--- config.mk ---
export PLATFORM = sky130hd
export DESIGN_NAME = ps2_rx_flat
export DESIGN_NICKNAME = d
export VERILOG_FILES = /design/src/rtl/ps2_pkg.sv /design/src/rtl/ps2_rx_if.sv /design/src/rtl/ps2_clk_filter.sv /design/src/rtl/ps2_rx.sv /design/src/flat_wrapper.sv
export SDC_FILE = /design/constraint.sdc
export NUM_CORES = 1
export LEC_CHECK = 0
export CAP_MARGIN = 20
export CORE_MARGIN = 2
export CORE_UTILIZATION = 52
export DETAILED_ROUTE_END_ITERATION = 10
export PLACE_DENSITY = 0.85
export SYNTH_ARGS = -nofsm -noshare
export SYNTH_HDL_FRONTEND = slang
export SYNTH_SLANG_ARGS = --single-unit
export TNS_END_PERCENT = 50
--- constraint.sdc ---
create_clock -name CLK100_IN -period 1.5 [get_ports CLK100_IN]
set_input_delay 0.3 -clock CLK100_IN [delete_from_list [all_inputs] [get_ports CLK100_IN]]
set_output_delay 0.3 -clock CLK100_IN [all_outputs]
set_load 0.01 [all_outputs]
--- src/rtl/ps2_pkg.sv ---
// rtl/ps2_pkg.sv - PS/2 receiver shared types and frame constants
package ps2_pkg;

    typedef enum logic [1:0] {
        IDLE   = 2'd0,
        DATA   = 2'd1,
        PARITY = 2'd2,
        STOP   = 2'd3
    } state_t;

    localparam logic START_BIT = 1'b0;
    localparam logic STOP_BIT  = 1'b1;
    localparam int   DATA_BITS = 8;

endpackage

--- src/rtl/ps2_rx_if.sv ---
// rtl/ps2_rx_if.sv - received-byte bus from the PS/2 receiver to its consumers
interface ps2_rx_if;

    logic [7:0] BYTE_OUT;
    logic       BYTE_VALID_OUT;
    logic       PARITY_ERR_OUT;
    logic       FRAME_ERR_OUT;
    logic       BUSY_OUT;

    modport master (
        output BYTE_OUT, BYTE_VALID_OUT, PARITY_ERR_OUT, FRAME_ERR_OUT, BUSY_OUT
    );

    modport slave (
        input BYTE_OUT, BYTE_VALID_OUT, PARITY_ERR_OUT, FRAME_ERR_OUT, BUSY_OUT
    );

endinterface

--- src/rtl/ps2_clk_filter.sv ---
// rtl/ps2_clk_filter.sv - PS/2 clock synchronizer, glitch filter and falling-edge strobe
module ps2_clk_filter #(
    parameter int FILTER_LEN = 8
) (
    input  logic CLK100_IN,
    input  logic rst_n,
    input  logic ps2_clk_i,
    output logic fall_stb_o
);

    localparam int CW = $clog2(FILTER_LEN + 1);

    logic          sync1_q, sync2_q;
    logic          filt_q, filt_d;
    logic          fall_q, fall_d;
    logic [CW-1:0] cnt_q, cnt_d;

    // The filtered level only moves after FILTER_LEN consecutive disagreeing samples.
    always_comb begin
        filt_d = filt_q;
        fall_d = 1'b0;
        cnt_d  = '0;
        if (sync2_q != filt_q) begin
            if (cnt_q == CW'(FILTER_LEN - 1)) begin
                filt_d = ~filt_q;
                fall_d = filt_q;
            end else begin
                cnt_d = cnt_q + CW'(1);
            end
        end
    end

    always_ff @(posedge CLK100_IN or negedge rst_n) begin
        if (!rst_n) begin
            sync1_q <= 1'b1;
            sync2_q <= 1'b1;
            filt_q  <= 1'b1;
            fall_q  <= 1'b0;
            cnt_q   <= '0;
        end else begin
            sync1_q <= ps2_clk_i;
            sync2_q <= sync1_q;
            filt_q  <= filt_d;
            fall_q  <= fall_d;
            cnt_q   <= cnt_d;
        end
    end

    assign fall_stb_o = fall_q;

endmodule

--- src/rtl/ps2_rx.sv ---
// rtl/ps2_rx.sv - PS/2 serial frame receiver producing parallel bytes with status strobes
module ps2_rx
    import ps2_pkg::*;
#(
    parameter int FILTER_LEN  = 8,
    parameter int TIMEOUT_CYC = 20000
) (
    input  logic      CLK100_IN,
    input  logic      rst_n,
    input  logic      PS2_CLK_IN,
    input  logic      PS2_DATA_IN,
    ps2_rx_if.master  bus
);

    localparam int TW = $clog2(TIMEOUT_CYC + 1);

    logic          fall_stb;
    logic          dsync1_q, dsync2_q;
    state_t        state_q, state_d;
    logic [2:0]    bit_cnt_q, bit_cnt_d;
    logic [7:0]    shift_q, shift_d;
    logic          par_ok_q, par_ok_d;
    logic [TW-1:0] tmo_q, tmo_d;
    logic [7:0]    byte_q, byte_d;
    logic          valid_q, valid_d;
    logic          perr_q, perr_d;
    logic          ferr_q, ferr_d;

    ps2_clk_filter #(.FILTER_LEN(FILTER_LEN)) u_clk_filter (
        .CLK100_IN  (CLK100_IN),
        .rst_n      (rst_n),
        .ps2_clk_i  (PS2_CLK_IN),
        .fall_stb_o (fall_stb)
    );

    always_comb begin
        state_d   = state_q;
        bit_cnt_d = bit_cnt_q;
        shift_d   = shift_q;
        par_ok_d  = par_ok_q;
        byte_d    = byte_q;
        valid_d   = 1'b0;
        perr_d    = 1'b0;
        ferr_d    = 1'b0;
        tmo_d     = (state_q == IDLE || fall_stb) ? '0 : tmo_q + TW'(1);

        if (fall_stb) begin
            case (state_q)
                IDLE: begin
                    if (dsync2_q == START_BIT) begin
                        state_d   = DATA;
                        bit_cnt_d = '0;
                    end
                end
                DATA: begin
                    shift_d   = {dsync2_q, shift_q[7:1]};
                    bit_cnt_d = bit_cnt_q + 3'd1;
                    if (bit_cnt_q == 3'(DATA_BITS - 1)) state_d = PARITY;
                end
                PARITY: begin
                    par_ok_d = (^shift_q) ^ dsync2_q;
                    state_d  = STOP;
                end
                STOP: begin
                    // A bad stop bit masks any parity verdict for the same frame.
                    if (dsync2_q != STOP_BIT) begin
                        ferr_d = 1'b1;
                    end else if (!par_ok_q) begin
                        perr_d = 1'b1;
                    end else begin
                        byte_d  = shift_q;
                        valid_d = 1'b1;
                    end
                    state_d = IDLE;
                end
                default: state_d = IDLE;
            endcase
        end else if (state_q != IDLE && tmo_q == TW'(TIMEOUT_CYC - 1)) begin
            state_d = IDLE;
            ferr_d  = 1'b1;
            tmo_d   = '0;
        end
    end

    always_ff @(posedge CLK100_IN or negedge rst_n) begin
        if (!rst_n) begin
            dsync1_q  <= 1'b1;
            dsync2_q  <= 1'b1;
            state_q   <= IDLE;
            bit_cnt_q <= '0;
            shift_q   <= '0;
            par_ok_q  <= 1'b0;
            tmo_q     <= '0;
            byte_q    <= '0;
            valid_q   <= 1'b0;
            perr_q    <= 1'b0;
            ferr_q    <= 1'b0;
        end else begin
            dsync1_q  <= PS2_DATA_IN;
            dsync2_q  <= dsync1_q;
            state_q   <= state_d;
            bit_cnt_q <= bit_cnt_d;
            shift_q   <= shift_d;
            par_ok_q  <= par_ok_d;
            tmo_q     <= tmo_d;
            byte_q    <= byte_d;
            valid_q   <= valid_d;
            perr_q    <= perr_d;
            ferr_q    <= ferr_d;
        end
    end

    assign bus.BYTE_OUT       = byte_q;
    assign bus.BYTE_VALID_OUT = valid_q;
    assign bus.PARITY_ERR_OUT = perr_q;
    assign bus.FRAME_ERR_OUT  = ferr_q;
    assign bus.BUSY_OUT       = (state_q != IDLE);

endmodule
--- src/flat_wrapper.sv ---
// flat-port wrapper written by rule: the top's interface ports become plain ports
module ps2_rx_flat import ps2_pkg::*;
#(
    parameter int FILTER_LEN  = 8,
    parameter int TIMEOUT_CYC = 20000
)
  (CLK100_IN, rst_n, PS2_CLK_IN, PS2_DATA_IN, bus_BYTE_OUT, bus_BYTE_VALID_OUT, bus_PARITY_ERR_OUT, bus_FRAME_ERR_OUT, bus_BUSY_OUT);
  ps2_rx_if bus_i ();
  input  logic CLK100_IN;
  input  logic rst_n;
  input  logic PS2_CLK_IN;
  input  logic PS2_DATA_IN;
  output wire logic [$bits(bus_i.BYTE_OUT)-1:0] bus_BYTE_OUT;
  output wire logic [$bits(bus_i.BYTE_VALID_OUT)-1:0] bus_BYTE_VALID_OUT;
  output wire logic [$bits(bus_i.PARITY_ERR_OUT)-1:0] bus_PARITY_ERR_OUT;
  output wire logic [$bits(bus_i.FRAME_ERR_OUT)-1:0] bus_FRAME_ERR_OUT;
  output wire logic [$bits(bus_i.BUSY_OUT)-1:0] bus_BUSY_OUT;
  assign bus_BYTE_OUT = bus_i.BYTE_OUT;
  assign bus_BYTE_VALID_OUT = bus_i.BYTE_VALID_OUT;
  assign bus_PARITY_ERR_OUT = bus_i.PARITY_ERR_OUT;
  assign bus_FRAME_ERR_OUT = bus_i.FRAME_ERR_OUT;
  assign bus_BUSY_OUT = bus_i.BUSY_OUT;
  ps2_rx #(.FILTER_LEN(FILTER_LEN), .TIMEOUT_CYC(TIMEOUT_CYC)) u_core (.CLK100_IN(CLK100_IN), .rst_n(rst_n), .PS2_CLK_IN(PS2_CLK_IN), .PS2_DATA_IN(PS2_DATA_IN), .bus(bus_i));
endmodule
==> flow_summary.json, run 1 <==
{
  "status": "complete, no violations",
  "num_vias": 1649,
  "required_ns": 1.75,
  "finalInstanceArea_um2": 2900,
  "synth_edf_count": 0,
  "grt_setup_unrepaired": "yes",
  "grt_pass1_vias": 1670,
  "worst_slew_pin_slew_ns": 0.373,
  "synth_nets": 218,
  "mostFrequentLayoutCell": "dfrtp_1",
  "fin_hold_ws_ns": 0.363,
  "holdCritPathClass": "reg -> reg",
  "power.total_mw": 2.42,
  "switchingPower_mw": 0.593,
  "netlist_instances": 206,
  "min_period_ns": 1.50,
  "yosys-top-cells-area": "dfrtp_1, dfstp_2, nand2_1",
  "dp_slack_ns": -0.0452,
  "arrival_ns": 1.74,
  "hold_viol": 0,
  "skew_ns": 0.0139,
  "final_cell_mix": "dfrtp_1, nand2_1, buf_4",
  "fin_ws_ns": 0.00320,
  "insertion_delay_ns": 0.32,
  "seq_area_frac_synth_pct": 55.6,
  "antenna_cells": 0,
  "crit_type": "reg -> reg",
  "grt_pass1_wl_mm": 7.50,
  "grtUsageTotal_pct": 19.4,
  "grt_start_max_net_pins": 29,
  "cts_sinks": 50,
  "cts_tree": "done",
  "clockBufferDepth": 2,
  "fmax_mhz": 668,
  "cp_slowest_cell": "or4_4",
  "pwr-share-clk_pct": 33.7,
  "synth-seq-cells": 50,
  "post-route-period-util_pct": 99.8,
  "postRouteAntennaNets": 0,
  "synth_top_cell_by_area": "dfrtp_1",
  "final_net_count": 270,
  "busiest_layer": "met2",
  "drc": 0,
  "setup_viol": 0,
  "io_pins": 16,
  "firstDrtPassIters": 4,
  "cts_made_buffers": 5,
  "cp-start-kind": "flip-flop",
  "clk_pin_slew_ns": 0.09,
  "use_met3_pct": 3.75,
  "end_kind": "flip-flop",
  "p_comb_share_pct": 6.3,
  "synth_top_area_share_pct": 49.8,
  "root_buffer": "clkbuf_8",
  "crit_chain": "nand4_4 > or2_0 > or4_4 > a21oi_2",
  "path_buf_inv": 0,
  "relSlewSlack_pct": 75.1,
  "wl_mm": 4.58,
  "dp_hpwl_mm": 3.06,
  "max_stage_delay_ns": 0.49,
  "power_per_cell_area_nw_per_um2": 832,
  "drv_cap": 0,
  "switching_share_pct": 24.6,
  "htree_num_levels": 2,
  "p_int_mw": 1.82,
  "core_um2": 4090,
  "dpl-instance-area_um2": 2700,
  "synthesis.area_um2": 2260,
  "pwr-share-seq_pct": 60.1,
  "start_util_pct": 55.3,
  "postSynth.asyncResetShare_pct": 100,
  "area_growth_pct": 28.4,
  "post_drt_via_cell_ratio": 5.34,
  "dieArea_um2": 4890,
  "die_w_um": 69.9,
  "grt_overflow": 0,
  "finalMaxSlewViolations": 0,
  "gp_congestion": 0.807,
  "final_util_pct": 71.0,
  "ir_drop_mv": 0.611,
  "rows": 23,
  "use_met1_pct": 24.6,
  "layout-drive-gt1-share_pct": 29.0,
  "gr-usage-met2_pct": 31.2,
  "path_delay_family": "simple AND/OR/NAND/NOR gates",
  "synth_warnings": 0,
  "synth-main-ff-cell": "dfrtp_1",
  "crit_fanout": 3,
  "port-buffer-count": 15,
  "antenna_found_initial": 0,
  "avgSynthCellArea_um2": 11.0,
  "p_leak_nw": 1.42,
  "die_y_um": 69.9,
  "routedWlPerCell_um": 14.8,
  "drt_iter0_drc": 76,
  "ys_types": 38
}
==> layer usage <==
layer	vias up	part of all wire, %	wire (µm)
met5	-	0	0
met4	0	2.3	103
met3	12	3.4	157
met2	36	50	2300
met1	798	44	2020
li1	803	-	-
==> Yosys cell counts (2+ instances only) <==
| cell | count |
|---|---|
| dfrtp_1 | 45 |
| a22oi_1 | 2 |
| nor2_1 | 18 |
| a31oi_1 | 2 |
| nor2b_1 | 3 |
| xor2_1 | 6 |
| o21ai_0 | 3 |
| and3_1 | 2 |
| ha_1 | 8 |
| mux2_2 | 9 |
| a21oi_1 | 4 |
| xnor2_1 | 14 |
| nand4_1 | 5 |
| clkbuf_1 | 3 |
| nand2_1 | 35 |
| nand3_1 | 5 |
| nor4_1 | 3 |
| o21bai_1 | 2 |
| inv_1 | 7 |
| dfstp_2 | 5 |
| nor3_1 | 5 |
| nor3b_1 | 4 |
==> per-stage QoR <==
stage	std cells	setup TNS, ns
global placement	297	-0.127
finish	309	0
global route	309	-1.37
CTS	308	-0.108
floorplan	206	0
detailed placement	297	-0.110
==> worst paths after layout <==
check                                          endpoint             from  slack (ns)  cells past startpoint
max in group asynchronous               u_core.tmo_q[0]            rst_n        0.61                      3
min                                     u_core.dsync2_q  u_core.dsync1_q        0.36                      0
max reg2reg                            u_core.tmo_q[14]  u_core.tmo_q[7]       0.003                      4
max                                    u_core.tmo_q[14]  u_core.tmo_q[7]       0.003                      4
min in group asynchronous  u_core.u_clk_filter.cnt_q[1]            rst_n        0.43                      2
min reg2reg                             u_core.dsync2_q  u_core.dsync1_q        0.36                      0
==> what timing repair did <==
action                                 CTS  global route
setup endpoints to repair               13            24
hold buffers                             1             0
gates resized for setup                 14            21
buffers inserted                         2             1
pin swaps                                1             2
endpoints found under the hold margin    9             0
==> state kept, by name, indices dropped and copies added (netlist names), 2 cells and up <==
register                   cells
u_core.state_q                 2
u_core.bus.BYTE_OUT            8
u_core.u_clk_filter.cnt_q      4
u_core.shift_q                 8
u_core.tmo_q                  15
u_core.bit_cnt_q               3
==> final cells by class <==
| class | count | area [µm²] |
|---|---|---|
| well taps | 50 | 62.6 |
| fillers | 285 | 1180 |
| repair buffers | 49 | 425 |
| flip-flops and latches | 50 | 1260 |
| multi-input cells | 144 | 1030 |
| inverters | 8 | 30.0 |
| clock buffers | 5 | 68.8 |
| clock inverters | 3 | 25.0 |
==> power by group through the flow <==
stage / logic [mW] / registers [mW] / clock network [mW]
after floorplan: 0.0939 / 1.46 / 0
after global placement: 0.148 / 1.47 / 0
after detailed placement: 0.149 / 1.48 / 0
after CTS: 0.153 / 1.45 / 0.827
after global routing: 0.174 / 1.46 / 0.887
final: 0.151 / 1.45 / 0.814
==> cell families (layout without fill, tap and decap cells) <==
kind of cell | after synthesis | count (layout) | synth area share (%)
simple gates | 87 | 87 | 19.1
mux | 10 | 10 | 4.93
xor+xnor | 21 | 21 | 8.74
compound gates | 18 | 18 | 5.15
buf+inv | 12 | 65 | 2.05
fa+ha+maj | 8 | 8 | 4.43
flops | 50 | 50 | 55.6
Power figures use the tool's default switching activity.
==> run 2: changes to the inputs <==
--- a/config.mk
+++ b/config.mk
@@ -6,7 +6,7 @@
 export NUM_CORES = 1
 export LEC_CHECK = 0
 export CAP_MARGIN = 20
-export CORE_MARGIN = 2
+export CORE_MARGIN = 8
 export CORE_UTILIZATION = 52
 export DETAILED_ROUTE_END_ITERATION = 10
 export PLACE_DENSITY = 0.85
==> flow_summary.json, run 2 (same netlist as run 1, synthesis figures left out) <==
{
  "die_y_um": 81.9,
  "post-route-period-util_pct": 98.0,
  "clockBufferDepth": 2,
  "mostFrequentLayoutCell": "dfrtp_1",
  "grt_setup_unrepaired": "yes",
  "end_kind": "flip-flop",
  "antenna_found_initial": 0,
  "dp_hpwl_mm": 2.91,
  "firstDrtPassIters": 4,
  "die_w_um": 81.9,
  "start_util_pct": 53.0,
  "io_pins": 16,
  "root_buffer": "clkbuf_8",
  "grt_pass1_vias": 1618,
  "clk_pin_slew_ns": 0.10,
  "fmax_mhz": 680,
  "final_cell_mix": "dfrtp_1, nand2_1, buf_4",
  "grt_start_max_net_pins": 44,
  "fin_ws_ns": 0.0301,
  "cts_sinks": 50,
  "num_vias": 1591,
  "insertion_delay_ns": 0.31,
  "path_delay_family": "simple AND/OR/NAND/NOR gates",
  "grtUsageTotal_pct": 13.9,
  "arrival_ns": 1.72,
  "wl_mm": 4.25,
  "largest_register_ffs": 15,
  "post_drt_via_cell_ratio": 5.27,
  "finalMaxSlewViolations": 0,
  "drv_cap": 0,
  "crit_fanout": 3,
  "path_buf_inv": 0,
  "power_per_cell_area_nw_per_um2": 867,
  "dieArea_um2": 6710,
  "grt_overflow": 0,
  "drc": 0,
  "postRouteAntennaNets": 0,
  "layout-drive-gt1-share_pct": 25.2,
  "htree_num_levels": 2,
  "cts_made_buffers": 5,
  "drt_iter0_drc": 94,
  "ir_drop_mv": 0.880,
  "grt_pass1_wl_mm": 7.23,
  "setup_viol": 0,
  "routedWlPerCell_um": 14.1,
  "final_net_count": 261,
  "rrSetupSlack_ns": 0.03,
  "rows": 24,
  "hold_viol": 0,
  "r2r-end": "u_core.tmo_q[14]",
  "core_um2": 4260,
  "cp_slowest_cell": "or4_4",
  "required_ns": 1.75,
  "max_stage_delay_ns": 0.49,
  "antenna_cells": 0,
  "r2r_cells": 4,
  "port-buffer-count": 15,
  "cts_tree": "done",
  "relSlewSlack_pct": 75.9,
  "crit_type": "reg -> reg",
  "area_growth_pct": 25.6,
  "worst_slew_pin_slew_ns": 0.359,
  "top_register": "u_core.tmo_q",
  "holdCritPathClass": "in -> async",
  "min_period_ns": 1.47,
  "p_leak_nw": 1.38,
  "skew_ns": 0.00905,
  "status": "complete, no violations",
  "gp_congestion": 0.827,
  "cp-start-kind": "flip-flop",
  "reg2reg_from": "u_core.tmo_q[5]",
  "final_util_pct": 66.6,
  "crit_chain": "nand4_4 > or2_1 > or4_4 > a21oi_2",
  "dp_slack_ns": -0.0123
}
==> run 2: cell type report <==
type | count | area (µm²)
clock buffer | 6 | 82.6
timing repair buffer | 40 | 360
tap | 52 | 65.1
clock inverter | 2 | 16.3
inverter | 8 | 30.0
sequential | 50 | 1260
multi-input combinational | 144 | 1020
fill | 338 | 1430
==> run 2: stage by stage <==
stage                     hold slack, ns  power, mW  std cells  cell area (µm²)   TNS, ns
after floorplan                  0.00441       1.56        206             2260         0
after global placement             0.159       1.62        289             2630         0
after detailed placement           0.162       1.63        289             2630   -0.0200
after CTS                          0.351       2.48        298             2740  -0.00311
after global routing               0.368       2.56        302             2840    -0.394
final                              0.357       2.46        302             2840         0
==> run 2: how the worst max path moves through the flow <==
stage,depth (start not counted),from,slack (ns),end
floorplan,4,u_core.tmo_q[4],0.01,u_core.tmo_q[14]
global placement,4,u_core.state_q[0],0.02,bus_BUSY_OUT
detailed placement,4,u_core.tmo_q[4],-0.01,u_core.tmo_q[14]
CTS,6,u_core.state_q[0],-0.003,u_core.state_q[0]
global route,6,u_core.tmo_q[6],-0.04,u_core.tmo_q[13]
finish,4,u_core.tmo_q[5],0.03,u_core.tmo_q[14]
==> run 2: layer usage <==
metal | track usage, % | up-vias | wire length, µm
li1 | - | 787 | -
met1 | 16.5 | 773 | 1940
met2 | 23.8 | 24 | 2040
met3 | 3.72 | 7 | 195
met4 | 4.74 | 0 | 76
met5 | 0 | - | 0
==> run 2: where the power goes <==
part           total (mW)  switching (mW)  internal, mW
clock network       0.855           0.474         0.380
logic               0.153          0.0776        0.0756
registers            1.45          0.0452          1.41
==> run 2: what timing repair did <==
action / 4_1_cts / 5_1_grt
pin swaps: 2 / 7
gates cloned: 0 / 0
gates resized for setup: 17 / 19
endpoints found under the hold margin: 7 / 0
hold buffers: 1 / 0
setup buffers: 0 / 4
endpoints found under the setup margin: 12 / 15
